<file path="src/rtl/pattern_ctrl.sv">
// rtl/pattern_ctrl.sv - 4-digit pattern loader and overlapping stream matcher with hit counter
// Optional sticky threshold interrupt is built only when MATCH_IRQ_EN is defined.
module pattern_ctrl #(
    parameter int CNT_W      = 8,
    parameter int IRQ_THRESH = 4
) (
    input  logic             clk,
    input  logic             rst_n,
    input  logic             cfg_valid,
    input  logic [3:0]       cfg_digit,
    output logic             cfg_ready,
    input  logic             start,
    input  logic             stop,
    input  logic             in_valid,
    input  logic [3:0]       in_digit,
    output logic             match,
    output logic [CNT_W-1:0] match_cnt,
    output logic             busy,
    output logic             irq,
    input  logic             irq_clr
);

    typedef enum logic [1:0] {IDLE, LOAD, RUN} state_t;

    localparam logic [CNT_W-1:0] CNT_MAX = {CNT_W{1'b1}};

    state_t             state_q, state_d;
    logic [3:0][3:0]    pat_q, pat_d;
    logic [3:0][3:0]    hist_q, hist_d;
    logic [3:0][3:0]    hist_new;
    logic [1:0]         idx_q, idx_d;
    logic [2:0]         hcnt_q, hcnt_d;
    logic [2:0]         hcnt_new;
    logic               match_q, match_d;
    logic [CNT_W-1:0]   cnt_q, cnt_d;
    logic               cfg_ready_q, cfg_ready_d;
    logic               busy_q, busy_d;

    // index 0 is the oldest digit, so the newest sample enters at index 3
    assign hist_new = {in_digit, hist_q[3], hist_q[2], hist_q[1]};
    assign hcnt_new = (hcnt_q == 3'd4) ? 3'd4 : 3'(hcnt_q + 3'd1);

    always_comb begin
        state_d = state_q;
        pat_d   = pat_q;
        hist_d  = hist_q;
        idx_d   = idx_q;
        hcnt_d  = hcnt_q;
        match_d = 1'b0;
        cnt_d   = cnt_q;
        case (state_q)
            IDLE: begin
                if (cfg_valid) begin
                    pat_d[0] = cfg_digit;
                    idx_d    = 2'd1;
                    state_d  = LOAD;
                end else if (start) begin
                    hist_d  = '0;
                    hcnt_d  = 3'd0;
                    cnt_d   = '0;
                    state_d = RUN;
                end
            end
            LOAD: begin
                if (cfg_valid) begin
                    pat_d[idx_q] = cfg_digit;
                    if (idx_q == 2'd3) begin
                        idx_d   = 2'd0;
                        state_d = IDLE;
                    end else begin
                        idx_d = 2'(idx_q + 2'd1);
                    end
                end
            end
            RUN: begin
                // stop has priority: a coincident digit is dropped unsampled
                if (stop) begin
                    state_d = IDLE;
                end else if (in_valid) begin
                    hist_d = hist_new;
                    hcnt_d = hcnt_new;
                    if (hcnt_new == 3'd4 && hist_new == pat_q) begin
                        match_d = 1'b1;
                        if (cnt_q != CNT_MAX) begin
                            cnt_d = cnt_q + 1'b1;
                        end
                    end
                end
            end
            default: state_d = IDLE;
        endcase
        cfg_ready_d = (state_d != RUN);
        busy_d      = (state_d == RUN);
    end

    always_ff @(posedge clk or negedge rst_n) begin
        if (!rst_n) begin
            state_q     <= IDLE;
            pat_q       <= {4'd4, 4'd9, 4'd0, 4'd1};
            hist_q      <= '0;
            idx_q       <= 2'd0;
            hcnt_q      <= 3'd0;
            match_q     <= 1'b0;
            cnt_q       <= '0;
            cfg_ready_q <= 1'b1;
            busy_q      <= 1'b0;
        end else begin
            state_q     <= state_d;
            pat_q       <= pat_d;
            hist_q      <= hist_d;
            idx_q       <= idx_d;
            hcnt_q      <= hcnt_d;
            match_q     <= match_d;
            cnt_q       <= cnt_d;
            cfg_ready_q <= cfg_ready_d;
            busy_q      <= busy_d;
        end
    end

    assign cfg_ready = cfg_ready_q;
    assign busy      = busy_q;
    assign match     = match_q;
    assign match_cnt = cnt_q;

`ifdef MATCH_IRQ_EN
    logic irq_q, irq_d;

    // set only on the increment that lands on the threshold; set beats clear
    always_comb begin
        irq_d = irq_q;
        if (irq_clr) begin
            irq_d = 1'b0;
        end
        if (cnt_d != cnt_q && cnt_d == CNT_W'(IRQ_THRESH)) begin
            irq_d = 1'b1;
        end
    end

    always_ff @(posedge clk or negedge rst_n) begin
        if (!rst_n) begin
            irq_q <= 1'b0;
        end else begin
            irq_q <= irq_d;
        end
    end

    assign irq = irq_q;
`else
    logic unused_irq;
    assign unused_irq = irq_clr | (IRQ_THRESH != 0);
    assign irq        = 1'b0;
`endif

endmodule

</file>
<file path="config.mk">
export PLATFORM = sky130hd
export DESIGN_NAME = pattern_ctrl
export DESIGN_NICKNAME = d
export VERILOG_FILES = /design/src/rtl/pattern_ctrl.sv
export SDC_FILE = /design/constraint.sdc
export NUM_CORES = 1
export LEC_CHECK = 0
export CORE_UTILIZATION = 50
export CTS_CLUSTER_SIZE = 14
export DETAILED_ROUTE_END_ITERATION = 12
export GPL_ROUTABILITY_DRIVEN = 0
export GPL_TIMING_DRIVEN = 0
export PLACE_DENSITY = 0.73
export SYNTH_ARGS = -nofsm -noshare
export SYNTH_HDL_FRONTEND = slang
export SYNTH_SLANG_ARGS = --single-unit
</file>
<file path="constraint.sdc">
create_clock -name clk -period 1.9 [get_ports clk]
set_input_delay 0.19 -clock clk [delete_from_list [all_inputs] [get_ports clk]]
set_output_delay 0.19 -clock clk [all_outputs]
set_load 0.02 [all_outputs]
</file>
[After elaboration in Yosys (flattened, before gate mapping)]
Cells that the tools add are included.
Storage, ports and cells
  register bits after elaboration: 46
  input port bits: 15
  output and inout port bits: 12
  logic and storage cells: 83
Operators by class
  $add $sub $neg: 3
  magnitude comparators: 2
  equal/unequal tests: 17
  multiplexer cells: 38
  reduce and logical (&&, ||, !) cells: 9
Operators with widths (count)
  $mux W16: 4
  $mux W8: 6
  $pmux W16 S2: 1
  $ne A2 B2 Y1 const B: 9
  $bwmux W16: 1
  $eq A16 B16 Y1: 1
  $mux W2: 8
  $pmux W8 S2: 1
  $mux W3: 5
  $mux W4: 3
  $add A8 B1 Y8 const B: 1
  $demux W4 S2: 1
  $ne A8 B8 Y1 const B: 1
  $pmux W4 S2: 1
  $reduce_and A7 Y1: 1
  $eq A2 B2 Y1 const B: 3
  $eq A3 B3 Y1 const B: 2
  $pmux W2 S3: 1
  $pmux W3 S2: 1
  $reduce_and A5 Y1: 1
  $mux W1: 4
  $pmux W2 S2: 1
  $reduce_bool A2 Y1: 2
  $add A3 B1 Y3 const B: 1
  8 further kinds: 9

[Depth between registers and ports, before layout]
  depth after elaboration: 8
  gate-level depth with buffers: 9
  gate-level depth less buffers: 8

[Least setup slack after synthesis]
OpenSTA, ideal clock, no wires.
  path type: register to register
  start point: reg pat_q[11] (netlist name)
  end point: reg cnt_q[2], in the netlist match_cnt[2]
  library setup time: 0.124 ns
  data arrival time: 1.812 ns
  required time: 1.776 ns
  path slack: -0.036 ns
  stages on the path, launching flop included: 8
  buffers on the path: 1
  clock period less this slack: 1.936 ns
  path through: dfstp_2 > xor2_1 > or4_1 > nor3_2 > o211a_1 > buf_6 > a21oi_1 > a211o_1
Between the ends
  word-level cells in the longest chain between the ends: 4
Ends and longest elaborated chain
  start, declared: RTL line 28  | logic [3:0][3:0] pat_q, pat_d;
  start signal, assigned: RTL line 99  | pat_q <= {4'd4, 4'd9, 4'd0, 4'd1};
  start signal, assigned: RTL line 109  | pat_q <= pat_d;
  $eq A16 B16 Y1: RTL line 82  | if (hcnt_new == 3'd4 && hist_new == pat_q) begin
  $logic_and A1 B1 Y1: RTL line 82
  $ne A2 B2 Y1 (no source line)
  $reduce_and A7 Y1 (no source line)
  end signal, assigned: RTL line 114  | cnt_q <= cnt_d;
  end, declared: RTL line 35  | logic [CNT_W-1:0] cnt_q, cnt_d;
No other way between the ends.
A chain may end at the register's enable or synchronous reset.

[Worst setup path after layout]
  start point: reg hcnt_q[0]
  end point: reg cnt_q[7], in the netlist match_cnt[7]
Between the ends
  word-level cells in the longest chain between the ends: 6
  elaborated cells on any way between the ends: 7
  those cells by class: 1 x add/sub; 3 x eq/ne; 1 x mux; 2 x reduce/logical
Ends and longest elaborated chain
  start, declared: RTL line 32  | logic [2:0] hcnt_q, hcnt_d;
  start signal, assigned: RTL line 112  | hcnt_q <= hcnt_d;
  $add A3 B1 Y3 / $eq A3 B3 Y1 (equally long branches): RTL line 41  | assign hcnt_new = (hcnt_q == 3'd4) ? 3'd4 : 3'(hcnt_q + 3'd1);
  $mux W3 (*): RTL line 41
  $eq A3 B3 Y1 (*): RTL line 82
  $logic_and A1 B1 Y1 (*): RTL line 82
  $ne A2 B2 Y1 (no source line) (*)
  $reduce_and A7 Y1 (no source line) (*)
Every way passes the cells marked *; elsewhere a longest branch is shown, timed or not.

==> flow_metrics.py <==
metrics = {
    "logic_synthesis": {
        "ys_types": 35,
        "syn_area_per_cell_um2": 10.3,
        "ys_warn_count": 0,
        "netlist_instances": 218,
        "ys_seq_area_frac": 0.516,
        "syn-num-nets": 240,
        "ys_ff_latch": 46,
        "syn_area_mm2": 0.00224,
    },
    "clock_tree": {
        "cts_tree": "yes",
        "cts_num_sinks": 46,
        "clock-root-buffer": "clkbuf_8",
        "cts_max_level": 2,
        "clk_latency_ns": 0.30,
        "clk_path_buf_depth": 2,
        "path_clk_slew_ns": 0.08,
        "numCtsBuffers": 5,
    },
    "worst_setup_path": {
        "critical_path.max_stage_delay_ns": 0.43,
        "slowest_stage": "or4_4",
        "rr_worst_depth": 9,
        "cp-start-kind": "flop",
        "cp.arrival_ns": 2.25,
        "cp_max_fo": 5,
        "path_cells": "inv_1, ha_1, a21oi_2, or4_4, nor3_4, o211a_1, buf_6, nand4_1, mux2i_1",
        "crit_type": "flop to flop",
        "cp-startpoint": "hcnt_q[0]",
        "r2r-end": "match_cnt[7]",
        "worstPathRequired_ns": 2.08,
        "crit_path_end_kind": "flop",
        "r2r-start": "hcnt_q[0]",
        "r2r_slack_ns": -0.17,
    },
    "global_routing": {
        "grt_max_degree": 29,
        "grt_pass1_wl_mm": 7.47,
        "track_usage": 0.201,
        "overflow": 0,
        "antenna_found_initial": 0,
        "grt_pass1_vias": 1531,
    },
    "timing": {
        "fin_ws_ns": -0.165,
        "fmax_mhz": 484,
        "hold_viol": 0,
        "period_minus_slack_ns": 2.07,
        "finalMaxSlewViolations": 0,
        "fin_crit_sh": 1.09,
        "finClkSkew_ns": 0.00746,
        "grt_setup_unrepaired": "yes",
        "tns_ns": -1.14,
        "setup_viol": 8,
    },
    "final_layout": {
        "antenna-diode-count": 0,
        "nets": 280,
        "regArea_mm2": 0.00116,
        "multi_input_area_mm2": 0.00105,
        "area_growth_pct": 23.2,
        "finalNonFillerCells": 311,
        "nFillCells": 375,
        "drive_above_1_share": 0.205,
    },
    "floorplan": {
        "die_y_um": 69,
        "ioPinCount": 27,
        "die_w_um": 69,
        "die_area_mm2": 0.00476,
        "core_mm2": 0.00432,
        "num_rows": 24,
        "initial_core_util": 0.519,
    },
    "placed_design": {
        "io_buffers": 24,
        "dp_slack_ns": -0.362,
        "hpwlAfterDp_mm": 3.23,
        "dp_cells": 295,
    },
    "routing": {
        "ant_nets": 0,
        "drt_wl_total_mm": 4.53,
        "detail_route.wl_per_cell_um": 14.6,
        "vias": 1659,
        "drt-initial-drc-count": 111,
        "dr.pass1.iters": 4,
        "viasPerCell": 5.33,
        "drc": 0,
    },
    "pwr": {
        "power.share.combinational": 0.324,
        "p_leak_nw": 1.22,
        "p_sw_frac": 0.331,
        "p_sw_mw": 1.07,
        "power_density_mw_per_mm2": 1170,
        "p_int_mw": 2.16,
        "ir_worst_vdd_v": 0.000746,
        "power.share.clock": 0.191,
        "seqPwrFrac": 0.485,
    },
    "hold_path": {
        "hold_path.class": "primary input to async pin",
    },
    "status": {
        "violations": "setup timing",
        "status": "finished, violations left",
    },
    "run": {
        "cap_violations": 0,
    },
}
[area by class of cell]
type,instances,area share
Buffer,9,0.0190
Timing Repair Buffer,33,0.115
Clock buffer,6,0.0299
Clock inverter,2,0.00452
Multi-Input combinational cell,157,0.381
Inverter,6,0.00814
Sequential cell,46,0.419
Tap cell,52,0.0235
[kinds of logic after synthesis]
group | after synthesis | share of synthesized area
adder cells (fa/ha/maj) | 7 | 0.0390
AND/OR/NAND/NOR | 81 | 0.172
XOR/XNOR | 16 | 0.0624
flip-flops | 46 | 0.516
AO/OA/AOI/OAI | 33 | 0.0853
multiplexers | 19 | 0.0942
buffers and inverters | 15 | 0.0301
other | 1 | 0.00167
[sequential cells by signal, indices dropped and copies added, names as in the netlist]
signal	count
pat_q	16
match_cnt	8
cfg_ready	1
match	1
hist_new	12
idx_q	2
busy	1
state_q	2
hcnt_q	3
[cells in the mapped netlist]
cell / n / area (µm²)
a31o_2: 1 / 8.76
mux2i_1: 2 / 20.0
mux2_2: 17 / 191
conb_1: 1 / 3.75
nor4_1: 1 / 6.26
buf_6: 1 / 11.3
or3_1: 1 / 6.26
dfrtp_1: 41 / 1030
nor2_1: 9 / 33.8
and2_1: 1 / 6.26
and3_1: 3 / 18.8
or4_1: 2 / 15.0
nand4_1: 4 / 25.0
clkbuf_1: 6 / 22.5
o211a_1: 1 / 10.0
a21oi_1: 5 / 25.0
nor2b_1: 2 / 12.5
a32o_1: 1 / 10.0
nand3_1: 12 / 60.1
ha_1: 7 / 87.6
buf_1: 1 / 3.75
nand2_1: 38 / 143
xnor2_1: 13 / 114
nand3b_1: 2 / 15.0
o311ai_0: 1 / 8.76
dfstp_2: 5 / 131
xor2_1: 3 / 26.3
nor3b_1: 2 / 15.0
a21o_1: 2 / 15.0
a211o_1: 1 / 8.76
buf_4: 1 / 7.51
inv_1: 6 / 22.5
nand2b_1: 3 / 18.8
o21ai_0: 21 / 105
nor3_2: 1 / 10.0
[metrics by stage]
step / cell area (µm²) / power (mW) / hold WS (ns) / util
after floorplan: 2240 / 2.22 / -0.106 / -
after global placement: 2550 / 2.49 / 0.509 / 0.590
after detailed placement: 2560 / 2.54 / 0.164 / 0.593
after CTS: 2690 / 3.18 / 0.375 / 0.623
after global routing: 2770 / 3.43 / 0.412 / 0.639
final: 2770 / 3.22 / 0.368 / 0.639
[cell usage in the layout (no fill, tap or decap), types with 6 or more instances in the layout]
cell and n:
nor2_1 9, mux2_2 17, xnor2_1 13, nand2_1 38, inv_1 6, buf_4 6
o21ai_0 18, nand3_1 12, clkbuf_8 6, clkdlybuf4s50_1 23, ha_1 7, dfrtp_1 41
[worst max-delay path by stage]
stage,to,slack (ns),cells past startpoint
6_report,match_cnt[7],-0.17,9
3_5_place_dp,hist_new[2],-0.36,8
4_1_cts,match_cnt[2],-0.18,7
5_1_grt,match_cnt[5],-0.26,7
3_3_place_gp,busy,-0.63,1
2_1_floorplan,match_cnt[2],-0.04,7
[critical path, delay by kind of cell (launching register included)]
kind | cells | cell delay, ns
adder cells (fa/ha/maj) | 1 | 0.18
multiplexers | 1 | 0.15
AND/OR/NAND/NOR | 3 | 0.71
AO/OA/AOI/OAI | 2 | 0.31
buffers and inverters | 2 | 0.21
flip-flops | 1 | 0.39
[what timing repair did]
| item | 4_1_cts | 5_1_grt |
|---|---|---|
| pin swaps | 2 | 4 |
| endpoints found under the setup margin | 20 | 26 |
| endpoints found under the hold margin | 18 | 0 |
| hold buffers | 1 | 0 |
| cloned | 0 | 1 |
| gates resized for setup | 1 | 20 |
| buffers inserted | 3 | 3 |
[routing by layer]
layer / vias to the layer above / routed length, µm / part of all wire / global-route usage
li1: 826 / - / - / -
met1: 802 / 2270 / 0.50 / 0.301
met2: 25 / 2060 / 0.45 / 0.289
met3: 6 / 137 / 0.030 / 0.0482
met4: 0 / 59 / 0.013 / 0.0612
met5: - / 0 / 0 / 0
[power groups by stage]
stage          sequential (mW)  clock, mW  combinational [mW]
2_1_floorplan             1.53          0               0.695
3_3_place_gp              1.57          0               0.924
3_5_place_dp              1.58          0               0.957
4_1_cts                   1.56      0.636               0.981
5_1_grt                   1.60      0.663                1.17
6_report                  1.56      0.617                1.04
Power figures use the tool's default switching activity.
